File: config.mk
export PLATFORM = sky130hd
export DESIGN_NAME = spi_flash_rd
export DESIGN_NICKNAME = d
export VERILOG_FILES = /design/src/rtl/spi_flash_rd.sv
export SDC_FILE = /design/constraint.sdc
export NUM_CORES = 1
export LEC_CHECK = 0
export CELL_PAD_IN_SITES_DETAIL_PLACEMENT = 0
export CELL_PAD_IN_SITES_GLOBAL_PLACEMENT = 1
export CORE_UTILIZATION = 48
export CTS_CLUSTER_DIAMETER = 30
export DETAILED_ROUTE_END_ITERATION = 16
export PLACE_DENSITY = 0.9
export SETUP_SLACK_MARGIN = 0.05
export SLEW_MARGIN = 40
export SYNTH_ARGS = -nofsm -noshare
export SYNTH_HDL_FRONTEND = slang
export SYNTH_SLANG_ARGS = --single-unit
File: constraint.sdc
create_clock -name clk -period 4.3 [get_ports clk]
set_input_delay 0.645 -clock clk [delete_from_list [all_inputs] [get_ports clk]]
set_output_delay 0.645 -clock clk [all_outputs]
set_load 0.03 [all_outputs]
File: src/rtl/spi_flash_rd.sv
// spi_flash_rd: sequences a SPI NOR read (cmd 0x03) through the spi master's register bus
// and buffers the returned bytes in an RX FIFO that the CPU drains through the DATA register.
module spi_flash_rd #(
    parameter int XLEN  = 32,
    parameter int DEPTH = 16
) (
    input  logic            clk,
    input  logic            rstn,
    input  logic            dcs,
    input  logic            drd,
    input  logic            dwe,
    input  logic [1:0]      dadrs,
    input  logic [XLEN-1:0] din,
    output logic [XLEN-1:0] dout,
    output logic            irq,
    output logic            fcs_n,
    output logic            m_cs,
    output logic            m_rd,
    output logic            m_we,
    output logic [1:0]      m_adrs,
    output logic [XLEN-1:0] m_din,
    input  logic [XLEN-1:0] m_dout
);
    localparam int AW = $clog2(DEPTH);

    typedef enum logic [3:0] {IDLE, CS_SETUP, WR, GAP, PRQ, PCHK, FCHK, RRQ, RCAP, CS_HOLD} state_t;

    state_t          state_q;
    logic [23:0]     addr_q, waddr_q;
    logic [15:0]     len_q, len_cnt_q;
    logic [2:0]      idx_q;
    logic            irq_en_q, done_q, fcs_n_q, m_rd_q, m_we_q;
    logic [1:0]      m_adrs_q;
    logic [7:0]      m_din_q;
    logic [XLEN-1:0] dout_q;
    logic [7:0]      mem [DEPTH];
    logic [AW-1:0]   wptr_q, rptr_q;
    logic [AW:0]     cnt_q;

    logic            idle, wr, rd, push, pop, start, full, nonempty;
    logic [7:0]      nxt_byte;
    logic [XLEN-1:0] status, rdata;
    logic            unused_bits;

    assign idle     = state_q == IDLE;
    assign wr       = dcs & dwe;
    assign rd       = dcs & drd;
    assign push     = state_q == RCAP;
    assign nonempty = cnt_q != '0;
    assign full     = cnt_q == (AW+1)'(DEPTH);
    assign pop      = rd && dadrs == 2'd3 && nonempty;
    assign start    = wr && dadrs == 2'd2 && din[0] && idle;
    // idx_q names the command byte just sent; this is the one that follows it
    assign nxt_byte = idx_q == 3'd0 ? waddr_q[23:16] : idx_q == 3'd1 ? waddr_q[15:8] : waddr_q[7:0];
    assign status   = XLEN'({8'(cnt_q), 3'b000, irq_en_q, full, nonempty, done_q, ~idle});
    assign rdata    = dadrs == 2'd0 ? XLEN'(addr_q) :
                      dadrs == 2'd1 ? XLEN'(len_q) :
                      dadrs == 2'd2 ? status :
                      nonempty ? XLEN'(mem[rptr_q]) : '0;

    assign dout        = dout_q;
    assign irq         = done_q & irq_en_q;
    assign fcs_n       = fcs_n_q;
    assign m_rd        = m_rd_q;
    assign m_we        = m_we_q;
    assign m_cs        = m_rd_q | m_we_q;
    assign m_adrs      = m_adrs_q;
    assign m_din       = XLEN'(m_din_q);
    assign unused_bits = ^{din[XLEN-1:24], m_dout[XLEN-1:8]};

    always_ff @(posedge clk)
        if (push) mem[wptr_q] <= m_dout[7:0];

    always_ff @(posedge clk) begin
        if (!rstn) begin
            state_q   <= IDLE;
            addr_q    <= '0;
            waddr_q   <= '0;
            len_q     <= '0;
            len_cnt_q <= '0;
            idx_q     <= '0;
            irq_en_q  <= 1'b0;
            done_q    <= 1'b0;
            fcs_n_q   <= 1'b1;
            m_rd_q    <= 1'b0;
            m_we_q    <= 1'b0;
            m_adrs_q  <= '0;
            m_din_q   <= '0;
            dout_q    <= '0;
            wptr_q    <= '0;
            rptr_q    <= '0;
            cnt_q     <= '0;
        end else begin
            m_we_q   <= 1'b0;
            m_rd_q   <= 1'b0;
            m_adrs_q <= '0;
            m_din_q  <= '0;
            if (rd) dout_q <= rdata;
            if (wr && dadrs == 2'd0 && idle) addr_q <= din[23:0];
            if (wr && dadrs == 2'd1 && idle) len_q <= din[15:0];
            if (wr && dadrs == 2'd2) begin
                irq_en_q <= din[4];
                if (din[1]) done_q <= 1'b0;
            end
            if (push) wptr_q <= wptr_q + AW'(1);
            if (pop) rptr_q <= rptr_q + AW'(1);
            cnt_q <= cnt_q + (AW+1)'(push) - (AW+1)'(pop);
            // FSM assignments come last so a start or completion overrides a same-cycle clear-done
            case (state_q)
                IDLE:
                    if (start) begin
                        if (len_q == 16'd0) done_q <= 1'b1;
                        else begin
                            done_q    <= 1'b0;
                            fcs_n_q   <= 1'b0;
                            idx_q     <= '0;
                            waddr_q   <= addr_q;
                            len_cnt_q <= len_q;
                            state_q   <= CS_SETUP;
                        end
                    end
                CS_SETUP: begin
                    m_we_q  <= 1'b1;
                    m_din_q <= 8'h03;
                    state_q <= WR;
                end
                WR: state_q <= GAP;
                GAP: begin
                    m_rd_q   <= 1'b1;
                    m_adrs_q <= 2'd1;
                    state_q  <= PRQ;
                end
                PRQ: state_q <= PCHK;
                PCHK:
                    if (!m_dout[0]) begin
                        m_rd_q   <= 1'b1;
                        m_adrs_q <= 2'd1;
                        state_q  <= PRQ;
                    end else if (idx_q < 3'd3) begin
                        idx_q   <= idx_q + 3'd1;
                        m_we_q  <= 1'b1;
                        m_din_q <= nxt_byte;
                        state_q <= WR;
                    end else if (idx_q == 3'd3) begin
                        idx_q   <= 3'd4;
                        state_q <= FCHK;
                    end else begin
                        m_rd_q  <= 1'b1;
                        state_q <= RRQ;
                    end
                // only one byte is ever in flight, so a free slot here guarantees room at RCAP
                FCHK:
                    if (len_cnt_q == 16'd0) state_q <= CS_HOLD;
                    else if (cnt_q < (AW+1)'(DEPTH)) begin
                        m_we_q  <= 1'b1;
                        m_din_q <= 8'hFF;
                        state_q <= WR;
                    end
                RRQ: state_q <= RCAP;
                RCAP: begin
                    len_cnt_q <= len_cnt_q - 16'd1;
                    state_q   <= FCHK;
                end
                CS_HOLD: begin
                    fcs_n_q <= 1'b1;
                    done_q  <= 1'b1;
                    state_q <= IDLE;
                end
                default: state_q <= IDLE;
            endcase
        end
    end
endmodule

==> flow_metrics.env, run 1 <==
export IMPL_status="finished, final reports clean"
export IMPL_wl_met1_um=11700
export IMPL_tns_ns=0
export IMPL_synth_edf_count=128
export IMPL_clk_pin_slew_ns=0.05
export IMPL_drtAntennaViolNets=0
export IMPL_grt_usage_pct=23.3
export IMPL_powerDensity_nw_per_um2=493
export IMPL_clk_latency_ns=0.56
export IMPL_dp_cells=1363
export IMPL_drive_gt1_share_pct=15.6
export IMPL_grt_pass1_wl_um=43700
export IMPL_rsz0062_at_grt="false"
export IMPL_crit_type="reg2reg"
export IMPL_reg2reg_slack_ns=1.34
export IMPL_period_minus_slack_ns=2.96
export IMPL_drt_iter0_drc=630
export IMPL_yosysTopAreaCellShare_pct=33.1
export IMPL_yosys_register_bits=270
export IMPL_holdBufCountCts=0
export IMPL_die_h_um=157
export IMPL_crit_fanout=4
export IMPL_route_met2_wl_um=13600
export IMPL_skew_ns=0.0266
export IMPL_ys_seq_area_share_pct=57.7
export IMPL_routed_wirelength_um=28200
export IMPL_core_area_um2=23600
export IMPL_whs_path_depth=2
export IMPL_critPathLaunch="cnt_q[3]"
export IMPL_finalNetCount=1181
export IMPL_die_area_um2=24800
export IMPL_drv_cap=0
export IMPL_syn_area_um2=11600
export IMPL_power_internal_mw=5.38
export IMPL_cts_tree="yes"
export IMPL_finalMaxSlewViolations=0
export IMPL_port_buffers=76
export IMPL_clockBufferDepth=3
export IMPL_setup_viol=0
export IMPL_share_comb_of_total_power_pct=5.8
export IMPL_r2r_start="cnt_q[3]"
export IMPL_rows=56
export IMPL_p_seq_share_pct=39.4
export IMPL_end_kind="flip-flop"
export IMPL_avgSynthCellArea_um2=11.5
export IMPL_endpoint="cnt_q[4]"
export IMPL_vias_per_cell=5.65
export IMPL_area_growth_pct=22.9
export IMPL_detail_route_wl_per_cell_um=19.4
export IMPL_switching_share_pct=23.5
export IMPL_clock_tree_root_cell="clkbuf_16"
export IMPL_num_antenna_cells=0
export IMPL_place_congestion=0.844
export IMPL_antenna_found_initial=0
export IMPL_r2r_end="cnt_q[4]"
export IMPL_grt_max_degree=59
export IMPL_reg2reg_depth=15
export IMPL_netlist_top_cells_area="edfxtp_1, dfxtp_1, mux4_2"
export IMPL_worstMarginPinSlew_ns=0.836
export IMPL_peakVddDrop_mv=0.444
export IMPL_dr_total_vias=8204
export IMPL_p_clk_share_pct=54.8
export IMPL_post_dp_hpwl_um=18000
export IMPL_startpoint_type="flip-flop"
export IMPL_top_layer_used="met4"
export IMPL_finalHoldViolations=0
export IMPL_synth_commonest_cells="dfxtp_1, edfxtp_1, nor2_1"
export IMPL_worstPathArrival_ns=3.45
export IMPL_cts_resized_gates=0
export IMPL_met3_length_um=2040
export IMPL_ys_flop_type="dfxtp_1"
export IMPL_yosys_warnings=0
export IMPL_critPathRequiredTime_ns=4.79
export IMPL_stdcell_count=1451
export IMPL_h_tree_depth=2
export IMPL_p_leak_nw=4.88
export IMPL_cts_buffers=48
export IMPL_synth_top_cell_by_area="edfxtp_1"
export IMPL_synth_most_common_cell="dfxtp_1"
export IMPL_drc=0
export IMPL_start_util_pct=49.1
export IMPL_fmax_mhz=338
export IMPL_grt_pass1_vias=8019
export IMPL_cts_setup_buffers=0
export IMPL_fin_crit_sh_pct=68.7
export IMPL_synthArstFlopShare_pct=0
export IMPL_cts_sink_count=270
export IMPL_synth_cells=1008
export IMPL_io_pins=142
export IMPL_slew_headroom_pct=44.1
export IMPL_floorplan_die_width_um=157
export IMPL_hp_class="reg2reg"
export IMPL_grt_overflow_total=0
export IMPL_p_sw_mw=1.65
export IMPL_synth_distinct_cells=75
export IMPL_firstDrtPassIters=5
## critical path, stage by stage, from the launching register on
cell and delay (ns):
dfxtp_1 0.32, inv_1 0.10, ha_1 0.20, nor4b_1 0.65, nor4_1 0.10, buf_4 0.19
nand2_1 0.10, nand2_1 0.07, ha_1 0.19, inv_1 0.07, fa_1 0.19, inv_1 0.05
a21oi_1 0.12, nor2_1 0.06, or3_1 0.33, a21oi_1 0.14
## routing by layer
layer	track usage, %	vias up
li1	-	3842
met3	4.07	70
met4	9.34	0
met5	0	-
met1	29.7	3937
met2	39.3	355
## power groups by stage
stage / clock [mW] / combinational (mW) / sequential (mW)
2_1_floorplan: 0 / 0.288 / 2.81
3_3_place_gp: 0 / 0.398 / 2.82
3_5_place_dp: 0 / 0.404 / 2.82
4_1_cts: 3.89 / 0.408 / 2.77
5_1_grt: 4.00 / 0.448 / 2.77
6_report: 3.85 / 0.410 / 2.77
## cell type report
type | count | area, µm²
clock inverter | 34 | 417
timing repair buffer | 98 | 933
clock buffer | 54 | 1260
multi-input combinational | 657 | 4470
sequential | 270 | 6690
fill | 1902 | 9360
tap | 319 | 399
inverter | 19 | 73.8
## placed cells by master, fill, tap and decap left out, types with 5 or more instances in the layout
cell	n
o21ai_0	36
o221ai_1	5
conb_1	33
nor4_1	8
nand2_1	102
clkinvlp_4	6
buf_4	20
nand4_1	6
nor2_2	11
mux4_2	30
o31ai_1	6
a22oi_1	22
clkinv_2	7
nor3_1	11
a21oi_1	80
a31o_2	6
clkinv_1	5
or3_1	6
nand3_1	21
mux2_2	8
clkdlybuf4s50_1	76
bufinv_16	6
nor2_1	96
dfxtp_1	139
inv_1	18
xor2_1	5
edfxtp_1	128
ha_1	15
clkbuf_16	48
mux2i_1	61
## registers in the layout, summed over array words and instances (netlist names), 5 cells and up, named ones only
signal,flops
waddr_q,24
dout,24
m_din_q,8
len_q,16
addr_q,24
mem,128
cnt_q,5
len_cnt_q,16
## per-stage QoR
step | total power, mW | worst slack [ns] | utilization [%] | hold WS (ns) | area (µm²)
2_1_floorplan | 3.10 | 1.57 | - | 0.445 | 11700
3_3_place_gp | 3.21 | 1.05 | 53.0 | 0.463 | 12500
3_5_place_dp | 3.22 | 1.05 | 53.1 | 0.464 | 12500
4_1_cts | 7.06 | 1.35 | 60.3 | 0.470 | 14200
5_1_grt | 7.22 | 1.10 | 60.3 | 0.508 | 14200
6_report | 7.02 | 1.34 | 60.3 | 0.467 | 14200
## logic make-up after synthesis
logic type                 share of synthesized area, %
xor gates and xnor gates                          0.604
other                                            0.0323
adders and majority gates                          1.79
and+or+nand+nor                                    12.0
DFF                                                57.7
buffers and inverters                              5.10
muxes                                              11.9
AOI/OAI and AO/OA                                  10.9
## how the worst min path moves through the flow
stage,from,endpoint,slack [ns]
after floorplan,irq_en_q,irq_en_q,0.45
after global placement,addr_q[4],addr_q[4],0.46
after detailed placement,addr_q[17],addr_q[17],0.46
after CTS,addr_q[17],addr_q[17],0.47
after global routing,addr_q[21],addr_q[21],0.51
final,addr_q[17],addr_q[17],0.47
Power figures use the tool's default switching activity.
==> inputs of run 2 (changes only) <==
CORE_UTILIZATION = 45   (was 48)
PLACE_DENSITY = 0.85   (was 0.9)
clock period = 2.9 ns   (was 4.3 ns; I/O delays follow)
==> run 2 against run 1 <==
Critical path type unchanged. Clock-buffer cell count increased by 3. Final cell count grew 3.4%. Design area grew 2.0%. Critical endpoint unchanged. Sequential power is 47% higher. Largest cell class unchanged. Power up 48%. Highest routed layer unchanged. Fmax up 16%. Flip-flop and latch count is the same. Setup slack lost 0.99 ns. Critical path depth shrank 1. Clock skew is 0.0072 ns lower. Non-clock buffer count rose by 40.
==> flow_metrics.env, run 2 (same netlist as run 1, synthesis figures left out) <==
export IMPL_p_seq_share_pct=39.2
export IMPL_detail_route_wl_per_cell_um=19.3
export IMPL_cts_sink_count=270
export IMPL_drt_iter0_drc=671
export IMPL_place_area_um2=12900
export IMPL_core_area_um2=25300
export IMPL_drtAntennaViolNets=0
export IMPL_layout_commonest_cell="dfxtp_1"
export IMPL_end_kind="flip-flop"
export IMPL_h_tree_depth=2
export IMPL_firstDrtPassIters=5
export IMPL_crit_type="reg2reg"
export IMPL_fmax_mhz=392
export IMPL_grt_pass1_wl_um=44900
export IMPL_tns_ns=0
export IMPL_finalHoldViolations=0
export IMPL_clk_latency_ns=0.53
export IMPL_setup_viol=0
export IMPL_reg2reg_depth=14
export IMPL_grt_overflow_total=0
export IMPL_period_minus_slack_ns=2.55
export IMPL_num_antenna_cells=0
export IMPL_finalMaxSlewViolations=0
export IMPL_die_area_um2=26400
export IMPL_hp_class="in2reg"
export IMPL_dp_cells=1414
export IMPL_p_leak_nw=5.07
export IMPL_p_clk_share_pct=54.3
export IMPL_area_growth_pct=25.4
export IMPL_drive_gt1_share_pct=17.4
export IMPL_worstPathArrival_ns=2.94
export IMPL_r2r_start="cnt_q[3]"
export IMPL_antenna_found_initial=0
export IMPL_fin_util_pct=57.6
export IMPL_min_delay_start="din[17]"
export IMPL_clock_tree_root_cell="clkbuf_16"
export IMPL_design_area_um2=14500
export IMPL_startpoint_type="flip-flop"
export IMPL_io_pins=142
export IMPL_die_h_um=163
export IMPL_worstMarginPinSlew_ns=0.762
export IMPL_peakVddDrop_mv=0.544
export IMPL_clockBufferDepth=3
export IMPL_powerDensity_nw_per_um2=717
export IMPL_multi_input_area_um2=4450
export IMPL_r2r_end="cnt_q[4]"
export IMPL_rsz0062_at_grt="false"
export IMPL_status="finished, final reports clean"
export IMPL_crit_fanout=4
export IMPL_reg2reg_slack_ns=0.35
export IMPL_finalNetCount=1219
export IMPL_min_to="addr_q[17]"
export IMPL_share_comb_of_total_power_pct=6.5
export IMPL_stdcell_count=1500
export IMPL_place_congestion=0.845
export IMPL_post_dp_hpwl_um=19300
export IMPL_slew_headroom_pct=48.9
export IMPL_drv_cap=0
export IMPL_regMostFlops="mem"
export IMPL_mostFrequentLayoutCells="dfxtp_1, edfxtp_1, nor2_1, nand2_1, a21oi_1"
export IMPL_fin_crit_sh_pct=87.9
export IMPL_fillCellCount=2060
export IMPL_cts_buffers=46
export IMPL_routed_wirelength_um=29000
export IMPL_seq_area_um2=6690
export IMPL_critPathRequiredTime_ns=3.29
export IMPL_clk_pin_slew_ns=0.05
export IMPL_cts_tree="yes"
export IMPL_drc=0
export IMPL_grt_max_degree=54
export IMPL_rows=58
export IMPL_grt_usage_pct=22.3
export IMPL_grt_pass1_vias=7971
export IMPL_skew_ns=0.0193
export IMPL_whs_path_depth=3
export IMPL_vias_per_cell=5.51
export IMPL_floorplan_die_width_um=163
export IMPL_port_buffers=76
export IMPL_power_internal_mw=8.04
export IMPL_start_util_pct=45.9
export IMPL_switching_share_pct=22.8
export IMPL_holdBufCountCts=0
export IMPL_dr_total_vias=8271
export IMPL_largest_reg_flops=128
export IMPL_p_sw_mw=2.38
-- run 2: cell count changes in the layout (fill, tap and decap cells not counted), sizes merged --
cell	change
buf	+40
clkbuf	+3
clkinv	-10
clkinvlp	+3
inv	+2
-- run 2: per-stage QoR --
step / hold slack [ns] / power (mW) / setup slack, ns
2_1_floorplan: 0.445 / 4.59 / 0.377
3_3_place_gp: 0.463 / 4.81 / 0.120
3_5_place_dp: 0.468 / 4.82 / 0.111
4_1_cts: 0.452 / 10.5 / 0.172
5_1_grt: 0.474 / 10.7 / 0.0963
6_report: 0.459 / 10.4 / 0.352
-- run 2: worst max-delay path by stage --
stage | startpoint | to | slack (ns) | cells past startpoint
2_1_floorplan | dadrs[0] | cnt_q[4] | 0.38 | 13
3_3_place_gp | dadrs[1] | cnt_q[4] | 0.12 | 13
3_5_place_dp | dadrs[1] | cnt_q[4] | 0.11 | 13
4_1_cts | cnt_q[3] | cnt_q[4] | 0.17 | 14
5_1_grt | cnt_q[2] | cnt_q[4] | 0.1 | 15
6_report | cnt_q[3] | cnt_q[4] | 0.35 | 14
-- run 2: cell type report --
class	instances	share of cell area (%)
Inverter	19	0.499
Sequential cell	270	46.0
Clock inverter	29	2.54
Timing Repair Buffer	138	8.69
Tap cell	330	2.84
Multi-Input combinational cell	657	30.6
Clock buffer	57	8.85
-- run 2: critical path, cell delays in order (launching register included) --
cell,delay [ns]
dfxtp_1,0.31
inv_1,0.10
ha_1,0.20
or4b_4,0.51
nand4_1,0.14
nand2_1,0.06
nand2_1,0.08
ha_1,0.16
inv_1,0.05
fa_1,0.40
inv_1,0.07
a21oi_1,0.06
nor2_1,0.10
or3_1,0.12
a21oi_1,0.05
-- run 2: repair_timing --
| item | 4_1_cts | 5_1_grt |
|---|---|---|
| buffers inserted | 0 | 0 |
| resized for setup | 0 | 1 |
| setup endpoints to repair | 0 | 1 |
-- run 2: power groups by stage --
stage / Clock [mW] / Combinational [mW] / Sequential [mW]
6_report: 5.66 / 0.673 / 4.08
5_1_grt: 5.91 / 0.731 / 4.09
4_1_cts: 5.72 / 0.664 / 4.08
3_5_place_dp: 0 / 0.658 / 4.16
3_3_place_gp: 0 / 0.651 / 4.16
2_1_floorplan: 0 / 0.427 / 4.17
-- run 2: per-layer routing --
layer	track usage, %	vias up	share of wire, %
met2	36.0	306	49
met5	0	-	0
met1	29.6	4001	42
met4	8.62	0	2.9
li1	-	3900	-
met3	4.23	64	6.9
==> inputs of run 3 (changes only) <==
CELL_PAD_IN_SITES_DETAIL_PLACEMENT = not set   (was 0)
CELL_PAD_IN_SITES_GLOBAL_PLACEMENT = not set   (was 1)
CORE_UTILIZATION = 49   (was 45)
PLACE_DENSITY = 0.77   (was 0.85)
REMOVE_ABC_BUFFERS = 1   (was not set)
==> run 3 against run 2 <==
Global-route usage increased by 1.7 points. First-iteration DRC count increased by 12%. Core utilization increased by 6.1 points. Setup slack got worse by 0.029 ns. Sequential power about the same. Fmax decreased by 1.1%. Power increased by 1.3%. Final cell count decreased by 0.67%. Critical path type unchanged. Hold slack got worse by 0.0030 ns. Flip-flop and latch count unchanged. Clock power increased by 2%.
==> flow_metrics.env, run 3 (same netlist as run 1, synthesis figures left out) <==
export IMPL_status="finished, final reports clean"
export IMPL_vias_per_cell=5.70
export IMPL_crit_fanout=4
export IMPL_power_mw=10.6
export IMPL_end_kind="flip-flop"
export IMPL_drv_cap=0
export IMPL_grt_pass1_vias=8428
export IMPL_place_area_um2=12900
export IMPL_drc=0
export IMPL_slowest_stage="or4b_4"
export IMPL_finalHoldViolations=0
export IMPL_clockBufferDepth=3
export IMPL_io_pins=142
export IMPL_p_leak_nw=5.14
export IMPL_whs_path_depth=3
export IMPL_mostFrequentLayoutCells="dfxtp_1, edfxtp_1, nor2_1, nand2_1, a21oi_1"
export IMPL_cts_sink_count=270
export IMPL_post_dp_hpwl_um=19200
export IMPL_start_util_pct=50.6
export IMPL_powerDensity_nw_per_um2=723
export IMPL_tns_ns=0
export IMPL_critPathRequiredTime_ns=3.32
export IMPL_finalNetCount=1225
export IMPL_fillCellCount=1718
export IMPL_fmax_mhz=388
export IMPL_hp_class="in2reg"
export IMPL_num_antenna_cells=0
export IMPL_fin_hold_ws_ns=0.456
export IMPL_grt_max_degree=56
export IMPL_worstPathArrival_ns=3.00
export IMPL_reg2reg_depth=14
export IMPL_clk_latency_ns=0.55
export IMPL_setup_viol=0
export IMPL_largest_reg_flops=128
export IMPL_regMostFlops="mem"
export IMPL_grt_overflow_total=0
export IMPL_seq_area_um2=6690
export IMPL_die_area_um2=24300
export IMPL_clock_tree_root_cell="clkbuf_16"
export IMPL_core_area_um2=22900
export IMPL_clk_pin_slew_ns=0.06
export IMPL_worst_path_largest_cell_delay_ns=0.50
export IMPL_layout_commonest_cell="dfxtp_1"
export IMPL_worst_slack_ns=0.323
export IMPL_drive_gt1_share_pct=18.0
export IMPL_die_h_um=156
export IMPL_skew_ns=0.0250
export IMPL_crit_chain="inv_1, ha_1, or4b_4, nand4_1, nand2_1, nand2_1, ha_1, inv_1, fa_1, inv_1, a21oi_1, nor2_1, or3_1, a21oi_1"
export IMPL_startpoint_type="flip-flop"
export IMPL_grt_usage_pct=23.9
export IMPL_slew_headroom_pct=46.9
export IMPL_finalMaxSlewViolations=0
export IMPL_crit_type="reg2reg"
export IMPL_peakVddDrop_mv=0.541
export IMPL_period_minus_slack_ns=2.58
export IMPL_rows=55
export IMPL_fin_crit_sh_pct=88.9
export IMPL_port_buffers=76
export IMPL_drt_iter0_drc=751
export IMPL_design_area_um2=14600
export IMPL_antenna_found_initial=0
export IMPL_multi_input_area_um2=4450
export IMPL_post_place_ws_ns=0.0485
export IMPL_h_tree_depth=2
export IMPL_worstMarginPinSlew_ns=0.795
export IMPL_firstDrtPassIters=6
export IMPL_dr_total_vias=8499
export IMPL_cts_tree="yes"
export IMPL_rsz0062_at_grt="false"
export IMPL_grt_pass1_wl_um=45000
export IMPL_cp_common_cell="inv_1"
export IMPL_drtAntennaViolNets=0
export IMPL_cts_buffers=48
export IMPL_detail_route_wl_per_cell_um=19.2
export IMPL_routed_wirelength_um=28700
export IMPL_cts_setup_buffers=0
export IMPL_area_growth_pct=25.9
export IMPL_place_congestion=0.879
export IMPL_floorplan_die_width_um=156
-- run 3: cell count changes in the layout (fill, tap and decap cells not counted), moves of 3 or more --
cell	previous run	this run
inv_6	6	10
inv_8	1	5
buf_4	59	62
clkinvlp_4	9	4
-- run 3: layout make-up --
| cell class | count | area share [%] |
|---|---|---|
| Clock inverter | 34 | 2.92 |
| Tap cell | 313 | 2.68 |
| Sequential cell | 270 | 45.8 |
| Clock buffer | 55 | 8.62 |
| Inverter | 19 | 0.497 |
| Timing Repair Buffer | 142 | 8.95 |
| Multi-Input combinational cell | 657 | 30.5 |
-- run 3: final timing paths --
check	to	slack, ns	start
worst max-delay path	cnt_q[4]	0.32	cnt_q[2]
worst min-delay path	addr_q[19]	0.46	din[19]
worst max register to register	cnt_q[4]	0.32	cnt_q[2]
worst min register to register	addr_q[13]	0.47	addr_q[13]
-- run 3: worst max-delay path: cells and delay by family, from the launching register on --
| kind | cells | cell delay, ns |
|---|---|---|
| simple gates | 6 | 1.02 |
| compound gates | 2 | 0.10 |
| buf+inv | 3 | 0.25 |
| flops | 1 | 0.31 |
| fa+ha+maj | 3 | 0.77 |
-- run 3: timing repair --
item | CTS | global route
endpoints found under the setup margin | 0 | 1
hold buffers | 0 | 0
resized for setup | 0 | 1
-- run 3: per-layer routing --
metal	share of wire (%)	routed length, µm	global-route usage [%]	vias to the layer above
met5	0	0	0	-
met4	3.6	1040	9.80	0
met3	7.1	2020	4.86	89
met2	50	14200	41.6	367
met1	40	11400	28.9	4112
li1	-	-	-	3931
-- run 3: metrics by stage --
step	instances	utilization (%)
6_report	1490	63.7
5_1_grt	1490	63.7
4_1_cts	1490	63.7
3_5_place_dp	1401	56.3
3_3_place_gp	1401	56.3
2_1_floorplan	946	-
-- run 3: where the power goes --
| group | leakage [nW] | switching [mW] | internal, mW |
|---|---|---|---|
| Clock | 0.818 | 2.06 | 3.73 |
| Combinational | 2.03 | 0.415 | 0.277 |
| Sequential | 2.30 | 0.0363 | 4.04 |
